### src/rtl/clkdiv_sched.sv
// Round-robin owner of the shared PWM clock divider: arbitrates divisor requests
// and applies the granted divisor only at a period wrap, so clk_out never produces a runt period.
module clkdiv_sched #(
  parameter int NREQ        = 4,
  parameter int WIDTH       = 16,
  parameter int DEFAULT_DIV = 10
) (
  input  logic                     clk,
  input  logic                     rst,
  input  logic [NREQ-1:0]          req,
  input  logic [NREQ*WIDTH-1:0]    div_in,
  output logic [NREQ-1:0]          ack,
  output logic                     busy,
  output logic [$clog2(NREQ)-1:0]  owner,
  output logic [WIDTH-1:0]         cur_div,
  output logic                     clk_out,
  output logic                     tick
);

  localparam int IDW = $clog2(NREQ);

  typedef enum logic {IDLE, PEND} state_t;

  state_t           state, state_nxt;
  logic [WIDTH-1:0] counter;
  logic [IDW-1:0]   ptr;
  logic [WIDTH-1:0] pend_div;
  logic [IDW-1:0]   pend_id;
  logic [NREQ-1:0]  req_eff;
  logic [WIDTH-1:0] div_arr [NREQ];
  logic             gnt_vld;
  logic [IDW-1:0]   gnt_id;
  logic [IDW-1:0]   idx;
  logic             wrap;
  logic             grant;
  logic             apply;

  function automatic logic [WIDTH-1:0] clamp_div(input logic [WIDTH-1:0] d);
    return (d < WIDTH'(2)) ? WIDTH'(2) : d;
  endfunction

  assign wrap    = (counter == cur_div - WIDTH'(1));
  // A requester's own req is ignored during its ack cycle, since it may still be high.
  assign req_eff = req & ~ack;

  always_comb begin
    for (int i = 0; i < NREQ; i++) begin
      div_arr[i] = div_in[i*WIDTH +: WIDTH];
    end
  end

  // Walk from the lowest priority back to the pointer so the last hit wins.
  always_comb begin
    gnt_vld = 1'b0;
    gnt_id  = '0;
    idx     = '0;
    for (int k = NREQ-1; k >= 0; k--) begin
      idx = IDW'((int'(ptr) + k) % NREQ);
      if (req_eff[idx]) begin
        gnt_vld = 1'b1;
        gnt_id  = idx;
      end
    end
  end

  always_ff @(posedge clk or posedge rst) begin
    if (rst) state <= IDLE;
    else     state <= state_nxt;
  end

  always_comb begin
    state_nxt = state;
    case (state)
      IDLE:    if (gnt_vld) state_nxt = PEND;
      PEND:    if (wrap)    state_nxt = IDLE;
      default: state_nxt = IDLE;
    endcase
  end

  always_comb begin
    busy  = (state == PEND);
    grant = (state == IDLE) && gnt_vld;
    apply = (state == PEND) && wrap;
  end

  always_ff @(posedge clk) begin
    if (grant) begin
      pend_div <= clamp_div(div_arr[gnt_id]);
      pend_id  <= gnt_id;
    end
  end

  always_ff @(posedge clk or posedge rst) begin
    if (rst) begin
      ptr <= '0;
    end else if (grant) begin
      ptr <= (gnt_id == IDW'(NREQ-1)) ? '0 : gnt_id + IDW'(1);
    end
  end

  // clk_out and tick are registered from the old cur_div on the apply edge.
  always_ff @(posedge clk or posedge rst) begin
    if (rst) begin
      counter <= '0;
      cur_div <= WIDTH'(DEFAULT_DIV);
      owner   <= '0;
      ack     <= '0;
      clk_out <= 1'b0;
      tick    <= 1'b0;
    end else begin
      counter <= wrap ? '0 : counter + WIDTH'(1);
      clk_out <= (counter < (cur_div >> 1));
      tick    <= wrap;
      ack     <= apply ? (NREQ'(1) << pend_id) : '0;
      if (apply) begin
        cur_div <= pend_div;
        owner   <= pend_id;
      end
    end
  end

endmodule

### config.mk
export PLATFORM = sky130hd
export DESIGN_NAME = clkdiv_sched
export DESIGN_NICKNAME = d
export VERILOG_FILES = /design/src/rtl/clkdiv_sched.sv
export SDC_FILE = /design/constraint.sdc
export NUM_CORES = 1
export LEC_CHECK = 0
export ABC_AREA = 1
export BUFFER_PORTS_ARGS = -buffer_cell sky130_fd_sc_hd__buf_2
export CORE_ASPECT_RATIO = 1.2
export CORE_UTILIZATION = 40
export CTS_CLUSTER_SIZE = 20
export DETAILED_ROUTE_END_ITERATION = 8
export PLACE_DENSITY = 0.76
export SYNTH_ARGS = -nofsm -noshare
export SYNTH_HDL_FRONTEND = slang
export SYNTH_SLANG_ARGS = --single-unit
export TNS_END_PERCENT = 10
### constraint.sdc
create_clock -name clk -period 2.3 [get_ports clk]
set_input_delay 0.46 -clock clk [delete_from_list [all_inputs] [get_ports clk]]
set_output_delay 0.46 -clock clk [all_outputs]
set_load 0.02 [all_outputs]
==> results of run 1 <==
## state kept, by name, indices dropped and copies added, names as in the netlist
| register | flops |
|---|---|
| pend_id | 2 |
| counter | 16 |
| pend_div | 16 |
| busy | 1 |
| ack | 4 |
| owner | 2 |
| tick | 1 |
| clk_out | 1 |
| cur_div | 16 |
| ptr | 2 |
## power breakdown
part | leakage, uW | switching (uW) | internal, uW
clock network | 0.000123 | 435 | 719
logic | 0.00218 | 148 | 145
registers | 0.000730 | 0 | 1130
## routing by layer
metal  vias up  wire length, microns
met5         -                     0
li1       2122                     -
met2       192                  5730
met4         0                   436
met3        38                   589
met1      1963                  4390
## layout by cell type (no fill, tap or decap), types with 15 or more instances in the layout
cell	instances
buf_2	94
a21oi_1	15
nor2_1	37
inv_1	84
ha_1	15
nand2_1	128
o21ai_2	16
buf_4	59
nand3_1	78
edfxtp_1	18
xor2_1	16
dfrtp_1	39
## metrics by stage
stage | area (sq um) | setup slack (ns)
2_1_floorplan | 4270 | 0.00798
3_3_place_gp | 5200 | -0.0863
3_5_place_dp | 5200 | -0.149
4_1_cts | 5550 | -0.0571
5_1_grt | 5700 | -0.240
6_report | 5700 | -0.0741
## layout make-up
type / instances / share of cell area [%]
Clock buffer: 13 / 4.22
Inverter: 93 / 6.15
Multi-Input combinational cell: 392 / 40.2
Sequential cell: 61 / 28.5
Tap cell: 126 / 2.77
Clock inverter: 3 / 0.220
Timing Repair Buffer: 158 / 18.0
## timing repair
action / in CTS / in global routing
setup buffers: 4 / 7
gates resized for setup: 14 / 13
pin swaps: 6 / 10
gates cloned: 1 / 2
endpoints found under the setup margin: 41 / 52
## path summary, 6_finish.rpt
kind | from | endpoint | slack (ns) | cells after the start
worst max-delay path | ptr[0] | pend_div[0] | -0.07 | 17
worst min-delay path | rst | busy | 0.26 | 3
worst max register to register | ptr[0] | pend_div[0] | -0.07 | 17
worst min register to register | owner[1] | owner[1] | 0.49 | 2
max in group asynchronous | rst | ptr[0] | 1.64 | 3
min in group clk | owner[1] | owner[1] | 0.49 | 2
## cells by family after synthesis
| family | share of synthesized area (%) |
|---|---|
| buf+inv | 10.9 |
| fa+ha+maj | 4.72 |
| simple gates | 32.3 |
| flops | 38.2 |
| xor+xnor | 5.37 |
| compound gates | 8.50 |
## worst max-delay path: stages, from the launching register on
cell	delay, ns
dfrtp_2	0.45
buf_4	0.18
xor2_1	0.16
nand2_1	0.09
nand2_2	0.08
inv_2	0.06
nand2_2	0.07
nand3_4	0.14
buf_4	0.15
nand2_4	0.12
nand2_1	0.09
nand3_1	0.07
nand2_1	0.10
nand2_1	0.05
nor2_1	0.11
nand2_1	0.07
nor2_1	0.10
nor2_1	0.04
==> impl_results.md, run 1 <==
* CTS Buffer Depth at 2
* Most frequent cells after synthesis: 130 x nand2_1, 91 x inv_1, 81 x nand3_1
* Max-cap violations at 0
* Worst skew pair latency at between 0.3 and 0.4 ns
* Share of cells above drive strength 1 at a little under a third
* Crit path required time at about 2.4 ns
* Global route overflow at 0
* Num CTS Buffers at 9
* Hold Buf Count CTS at 0
* Iter 0 DRT Violations at ~240
* Post-synth cell types at 43
* Seq cells post-synth at a little over 60
* Root buffer cell: clkbuf_16
* Most numerous cell in the Yosys netlist: nand2_1
* Layout Cells excl Fill at roughly 850
* Worst Skew at roughly 0.0081 ns
* I/O Buffers at 94
* Final Setup Violations at 31
* VDD IR max at about 0.0003 V
* Top post-synthesis cells by area: dfrtp_1 24%, edfxtp_1 13%, nand2_1 12%
* Post-synthesis sequential area ratio at a little under two fifths
* Met3 usage at 3.44%
* Multi-input gate area at 0.00229 sq mm
* TritonCTS clock tree: done
* Final period utilization at 103%
* Synth Flop Type: dfrtp_1
* Cell taking the most area after synthesis: dfrtp_1
* Std cell rows at 40
* Initial Util at roughly two fifths
* Post-route setup slack at -0.0741 ns
* Initial antenna violation count at 0
* Run status: finished with violations
* Total wire length at approximately 11 mm
* DIE AREA at 0.0110 sq mm
* Final setup TNS at -1.19 ns
* Fillers at about 910
* Synth top area share at between 20% and 30%
* Design Power at roughly 2600 uW
* Gate count after technology mapping at 561
* Failing checks: setup timing
* Clock sinks at 61
* Die Span Y at 115 microns
* Vias in the first global route at 4109
* Synth warn at 0
* Mapped Nets at roughly 650
* Worst Hold Class: in2async
* Slew Limit Fails at 0
* Global routing's busiest layer: met2
* Area grow syn2layout at 34.4%
* Storage element area at around 0.0016 sq mm
* Routed WL per cell at 13.2 microns
* DRT Pass-1 Iters at 6
* Fin crit period at 2.37 ns
* Htree depth at 3
* All-Layer GR Usage at between 20% and 30%
* Ys async rst share at between 70% and 80%
* Largest net degree at the start of global routing at 44
* RSZ-0062 raised after global routing: yes
* Crit end category: register
* Die width at 96.0 microns
* Crit Path Class: reg2reg
* Peak Freq at between 400 and 500 MHz
* GR Util met1 at approximately 24%
* GR Layer Usage met2 at between 30% and 40%
* Hold slack final at 0.256 ns
* Via count at roughly 4300
* Leakage at just over 0.003 uW
* Worst setup SP type: register
* Crit path arrival time at ~2.5 ns
* DRC viols at 0
* Number of enable-type register cells in the synthesized netlist at 18
* Final core utilization at about 56%
* Synthesized cell area at around 0.0042 sq mm
* Clock slew at reported path FFs at around 0.050 ns
* Vias per cell at approximately 5.1
* P per Cell Area at around 450 mW/mm^2
* Final hold viol count at 0
* IO Pins at 95
* Antenna fix cells at 0
* Final ANT Viol Nets at 0
* Placed cell count at about 820
* CP Max Fanout at 17
* Mean Syn Cell Area at 7.56 sq um
* Slew at the pin closest to its max-slew limit at 0.549 ns
* Core area at slightly above 0.01 sq mm
* Final #Nets at around 800
* Rel. slew slack at a little under two thirds
* First-pass GRT wire length at roughly 18 mm
* Routability cong. at around 0.94
* HPWL after DPL at slightly above 8 mm
(Power assumes the default switching activity.)
==> inputs of run 2 (changes only) <==
--- a/config.mk
+++ b/config.mk
@@ -7,11 +7,13 @@
 export LEC_CHECK = 0
 export ABC_AREA = 1
 export BUFFER_PORTS_ARGS = -buffer_cell sky130_fd_sc_hd__buf_2
+export CAP_MARGIN = 25
 export CORE_ASPECT_RATIO = 1.2
 export CORE_UTILIZATION = 40
 export CTS_CLUSTER_SIZE = 20
 export DETAILED_ROUTE_END_ITERATION = 8
 export PLACE_DENSITY = 0.76
+export SETUP_SLACK_MARGIN = 0.4
 export SYNTH_ARGS = -nofsm -noshare
 export SYNTH_HDL_FRONTEND = slang
 export SYNTH_SLANG_ARGS = --single-unit
==> run 2 against run 1 <==
Net effect: the flow still finishes with violations (setup timing); die area unchanged; largest power group unchanged; clock skew increased by 0.00094 ns; non-clock buffer count is 1 lower.
==> impl_results.md, run 2 (synthesized netlist as in run 1, its figures left out) <==
* Die width at between 90 and 100 microns
* Hold slack final at between 0.2 and 0.3 ns
* Clock slew at reported path FFs at approximately 0.050 ns
* Initial Util at a little over two fifths
* Worst Skew at about 0.0091 ns
* Initial antenna violation count at 0
* Crit path arrival time at between 2 and 3 ns
* CP dominant cell by count: nand2_1
* Post-route setup slack at -0.0270 ns
* Worst Hold Class: in2async
* Vias in the first global route at 4040
* First-pass GRT wire length at 17.8 mm
* Reg2Reg Depth at 16
* CTS Buffer Depth at 2
* Area grow syn2layout at 36.6%
* Global route overflow at 0
* Worst setup SP type: register
* Routed WL per cell at around 12 microns
* Rel. slew slack at a little under two thirds
* Failing checks: setup timing
* Final Setup Violations at 15
* Placed cell count at ~820
* Reg2reg start: cur_div[1]
* Final #Nets at 800
* CP peak stage delay at 0.53 ns
* Die Span Y at about 110 microns
* Most frequent cells in the layout: 110 x nand2_1, 95 x buf_2, 84 x inv_1
* Worst skew pair latency at around 0.32 ns
* Root buffer cell: clkbuf_16
* Hold Buf Count CTS at 0
* DRT Pass-1 Iters at 4
* Final hold viol count at 0
* Biggest regs: counter: 16 flops, cur_div: 16 flops, pend_div: 16 flops
* Worst R2R End: cur_div[9]
* Area post-placement at between 0.005 and 0.006 sq mm
* Peak Freq at approximately 430 MHz
* Clock sinks at between 60 and 70
* Share of cells above drive strength 1 at between 30% and 40%
* Commonest non-fill, non-tap cell in the layout: nand2_1
* Antenna fix cells at 0
* P per Cell Area at approximately 450 mW/mm^2
* Htree depth at 3
* Iter 0 DRT Violations at about 200
* All-Layer GR Usage at roughly a fifth
* Run status: finished with violations
* Slew at the pin closest to its max-slew limit at 0.545 ns
* Via count at 4210
* VDD IR max at around 0.00034 V
* Std cell rows at 40
* Layout Cells excl Fill at approximately 850
* Post-route cell area at 0.00579 sq mm
* Crit path required time at 2.51 ns
* Num CTS Buffers at 9
* Largest net degree at the start of global routing at 44
* TritonCTS clock tree: done
* CP Max Fanout at 13
* Leakage at about 0.003 uW
* Vias per cell at between 4 and 5
* Max stage delay cell, worst path: dfstp_2
* Routability cong. at about 0.86
* IO Pins at 95
* HPWL after DPL at around 8 mm
* DRC viols at 0
* Final setup TNS at -0.223 ns
* Final ANT Viol Nets at 0
* Core area at slightly above 0.01 sq mm
* Reg2reg setup slack at -0.03 ns
* Max-cap violations at 0
* Total wire length at roughly 11 mm
* I/O Buffers at 94
* RSZ-0062 raised after global routing: yes
* Crit end category: register
* CP cell instances: inv_2 -> ha_4 -> xnor2_2 -> inv_1 -> nand2_1 -> nand2_1 -> nor2_1 -> nand2_1 -> nor4_2 -> buf_4 -> nand2_4 -> nor2_4 -> nand3_4 -> buf_12 -> nand2_1 -> o21ai_2
* Final period utilization at 101%
* Slew Limit Fails at 0
* DIE AREA at 0.0110 sq mm
* Fin crit period at approximately 2.3 ns
* Crit Path Class: reg2reg
run 2: stage by stage:
step | worst slack, ns | power (uW) | utilization [%]
6_report | -0.0270 | 2610 | 57.0
3_3_place_gp | -0.106 | 1420 | 51.4
3_5_place_dp | -0.118 | 1420 | 51.4
5_1_grt | -0.251 | 2710 | 57.0
4_1_cts | -0.0593 | 2630 | 56.2
2_1_floorplan | 0.0121 | 1290 | -
run 2: cell type report:
class	instances	area (sq um)
Timing Repair Buffer	157	1040
Tap cell	126	158
Sequential cell	61	1620
Multi-Input combinational cell	392	2360
Clock inverter	2	8.76
Inverter	93	349
Fill cell	904	4370
Clock buffer	14	254
run 2: metal layers:
metal	share of wire, %	up-vias	track usage (%)
met5	0	-	0
met4	3.2	0	9.55
met3	5.1	25	3.97
met2	50	151	36.1
met1	42	1907	24.7
li1	-	2127	-
run 2: power breakdown:
part	leakage, uW	switching [uW]	total [uW]	internal (uW)
clock	0.000128	425	1180	751
sequential	0.000731	0	1130	1130
combinational	0.00222	154	310	157
total	0.00308	578	2610	2030
run 2: how the worst max path moves through the flow:
stage	end	from	depth (start not counted)
final	cur_div[9]	cur_div[1]	16
after global routing	cur_div[10]	cur_div[1]	16
after CTS	pend_div[0]	ptr[0]	14
after detailed placement	pend_div[0]	ptr[0]	18
after global placement	busy	cur_div[0]	13
after floorplan	cur_div[2]	cur_div[1]	15
run 2: repair_timing:
item,CTS,global route
gates resized for setup,34,14
gates cloned,3,1
setup endpoints to repair,60,60
setup buffers,5,3
pin swaps,10,17
run 2: worst max-delay path: cells and delay by family, from the launching register on:
kind	cells	cell delay, ns
xor+xnor	1	0.16
buf+inv	4	0.44
fa+ha+maj	1	0.17
flops	1	0.53
simple gates	9	0.84
compound gates	1	0.05
==> inputs of run 3 (changes only) <==
--- a/config.mk
+++ b/config.mk
@@ -8,12 +8,13 @@
 export ABC_AREA = 1
 export BUFFER_PORTS_ARGS = -buffer_cell sky130_fd_sc_hd__buf_2
 export CAP_MARGIN = 25
-export CORE_ASPECT_RATIO = 1.2
+export CORE_ASPECT_RATIO = 1.5
 export CORE_UTILIZATION = 40
 export CTS_CLUSTER_SIZE = 20
 export DETAILED_ROUTE_END_ITERATION = 8
 export PLACE_DENSITY = 0.76
 export SETUP_SLACK_MARGIN = 0.4
+export SKIP_CTS_REPAIR_TIMING = 1
 export SYNTH_ARGS = -nofsm -noshare
 export SYNTH_HDL_FRONTEND = slang
 export SYNTH_SLANG_ARGS = --single-unit
==> run 3 against run 2 <==
Net effect: the run still ends with setup timing left; largest power group unchanged; critical endpoint is now cur_div[12]; core utilization increased by 1.3 points; non-clock buffer count decreased by 2; sequential power about the same; first-iteration DRC count increased by 37%; global-route usage decreased by 0.42 points; via count increased by 1.2%.
==> impl_results.md, run 3 (synthesized netlist as in run 1, its figures left out) <==
* Failing checks: setup timing
* Rel. slew slack at roughly 66%
* Core area at between 0.01 and 0.015 sq mm
* Run status: finished with violations
* Crit end category: register
* Net Sw Frac at 21.4%
* CP Buf/Inv Count at 3
* Via count at approximately 4300
* Clock slew at reported path FFs at roughly 0.050 ns
* VDD IR max at between 0.0004 and 0.0005 V
* Final hold viol count at 0
* Worst Hold Class: in2async
* DRT Pass-1 Iters at 4
* Comb power frac at a little under an eighth
* Routed WL per cell at approximately 13 microns
* Worst setup SP type: register
* CTS Buffer Depth at 2
* Worst skew pair latency at ~0.33 ns
* Root buffer cell: clkbuf_16
* Initial Util at between 40 and 50%
* Crit path required time at 2.52 ns
* Fillers at between 800 and 900
* Post-route cell area at slightly below 0.006 sq mm
* Most frequent cells in the layout: 95 x nand2_1, 94 x buf_2, 84 x inv_1
* Iter 0 DRT Violations at between 200 and 300
* Share of cells above drive strength 1 at between 30 and 40%
* Area grow syn2layout at 40.3%
* All-Layer GR Usage at 20.4%
* Fin crit period at 2.40 ns
* Clock Power Share at between 40% and 50%
* CP Max Fanout at 27
* Vias per cell at approximately 5.0
* Die Span Y at between 100 and 150 microns
* Antenna fix cells at 0
* Switching Power at 609 uW
* Sequential power share at 39.5%
* CP top delay family: simple AND/OR/NAND/NOR gates
* P per Cell Area at about 480 mW/mm^2
* Final Setup Violations at 39
* Routability cong. at 0.872
* RSZ-0062 raised after global routing: yes
* Hold slack final at between 0.15 and 0.2 ns
* Post-route setup slack at -0.102 ns
* Crit path arrival time at 2.62 ns
* Std cell rows at 45
* Final #Nets at roughly 800
* IO Pins at 95
* CP peak stage delay at 0.39 ns
* Slew Limit Fails at 0
* Global route overflow at 0
* Total wire length at 11.2 mm
* Final period utilization at 104%
* Initial antenna violation count at 0
* Peak Freq at approximately 420 MHz
* Final setup TNS at -1.81 ns
* Slew at the pin closest to its max-slew limit at a little over 0.5 ns
* Commonest non-fill, non-tap cell in the layout: nand2_1
* Max stage delay cell, worst path: dfrtp_1
* First-pass GRT wire length at approximately 18 mm
* Largest net degree at the start of global routing at 31
* Crit Path Class: reg2reg
* I/O Buffers at 94
* Leakage at 0.00313 uW
* Area post-placement at ~0.0052 sq mm
* DRC viols at 0
* CP cell instances: inv_2 -> ha_4 -> nand3_4 -> buf_6 -> nor2_4 -> nand2_1 -> xor2_1 -> a21oi_1 -> nand2_4 -> nor2_4 -> nand3_4 -> buf_12 -> nand2_1 -> o21ai_2
* Die width at about 86 microns
* TritonCTS clock tree: done
* Vias in the first global route at 4099
* Max-cap violations at 0
* Worst Skew at 0.00843 ns
* Final ANT Viol Nets at 0
* Num CTS Buffers at 9
* Htree depth at 3
* Internal power at between 2000 and 2500 uW
* DIE AREA at about 0.011 sq mm
* HPWL after DPL at between 8 and 9 mm
* Biggest regs: counter: 16 flops, cur_div: 16 flops, pend_div: 16 flops
* Clock sinks at slightly above 60
==> run 3: cell types whose count changed in the layout (fill, tap and decap cells not counted), moves of 5 or more <==
| cell | previous run | this run |
|---|---|---|
| buf_4 | 52 | 46 |
| nand2_1 | 110 | 95 |
| nand2_2 | 20 | 34 |
| nand3_1 | 75 | 70 |
| nand3_2 | 6 | 12 |
==> run 3: worst paths after layout <==
path	startpoint	end	slack (ns)	cells after the start
min in group clk	pend_div[3]	cur_div[3]	0.48	2
max in group asynchronous	rst	cur_div[3]	1.46	3
max reg2reg	cur_div[0]	cur_div[12]	-0.10	14
max	cur_div[0]	cur_div[12]	-0.10	14
min	rst	cur_div[2]	0.16	2
min reg2reg	pend_div[3]	cur_div[3]	0.48	2
==> run 3: routing by layer <==
metal  wire, microns  vias to the layer above  part of all wire [%]  track usage, %
met2            6150                      149                    55            37.5
met4             446                        0                   4.0            11.2
met5               0                        -                     0               0
met1            4170                     1968                    37            21.9
li1                -                     2109                     -               -
met3             443                       36                   3.9            3.28
==> run 3: power groups by stage <==
stage / combinational [uW] / clock (uW) / sequential, uW
floorplan: 146 / 0 / 1140
global placement: 274 / 0 / 1140
detailed placement: 282 / 0 / 1140
CTS: 283 / 1410 / 1130
global route: 363 / 1480 / 1120
finish: 326 / 1400 / 1130
==> run 3: layout make-up <==
cell class                      instances  area [sq um]  area share [%]
Multi-Input combinational cell        391          2420            40.7
Clock inverter                          2          60.1            1.01
Sequential cell                        61          1620            27.3
Clock buffer                           14           244            4.10
Inverter                               93           354            5.96
Tap cell                              141           176            2.97
Timing Repair Buffer                  155          1070            18.1
==> run 3: through the flow <==
step | util (%) | instances | worst slack (ns) | power (uW)
after floorplan | - | 561 | 0.0121 | 1290
after global placement | 51.3 | 829 | -0.144 | 1420
after detailed placement | 51.3 | 829 | -0.230 | 1430
after CTS | 54.3 | 845 | -0.242 | 2820
after global routing | 58.3 | 857 | -0.258 | 2960
final | 58.3 | 857 | -0.102 | 2850
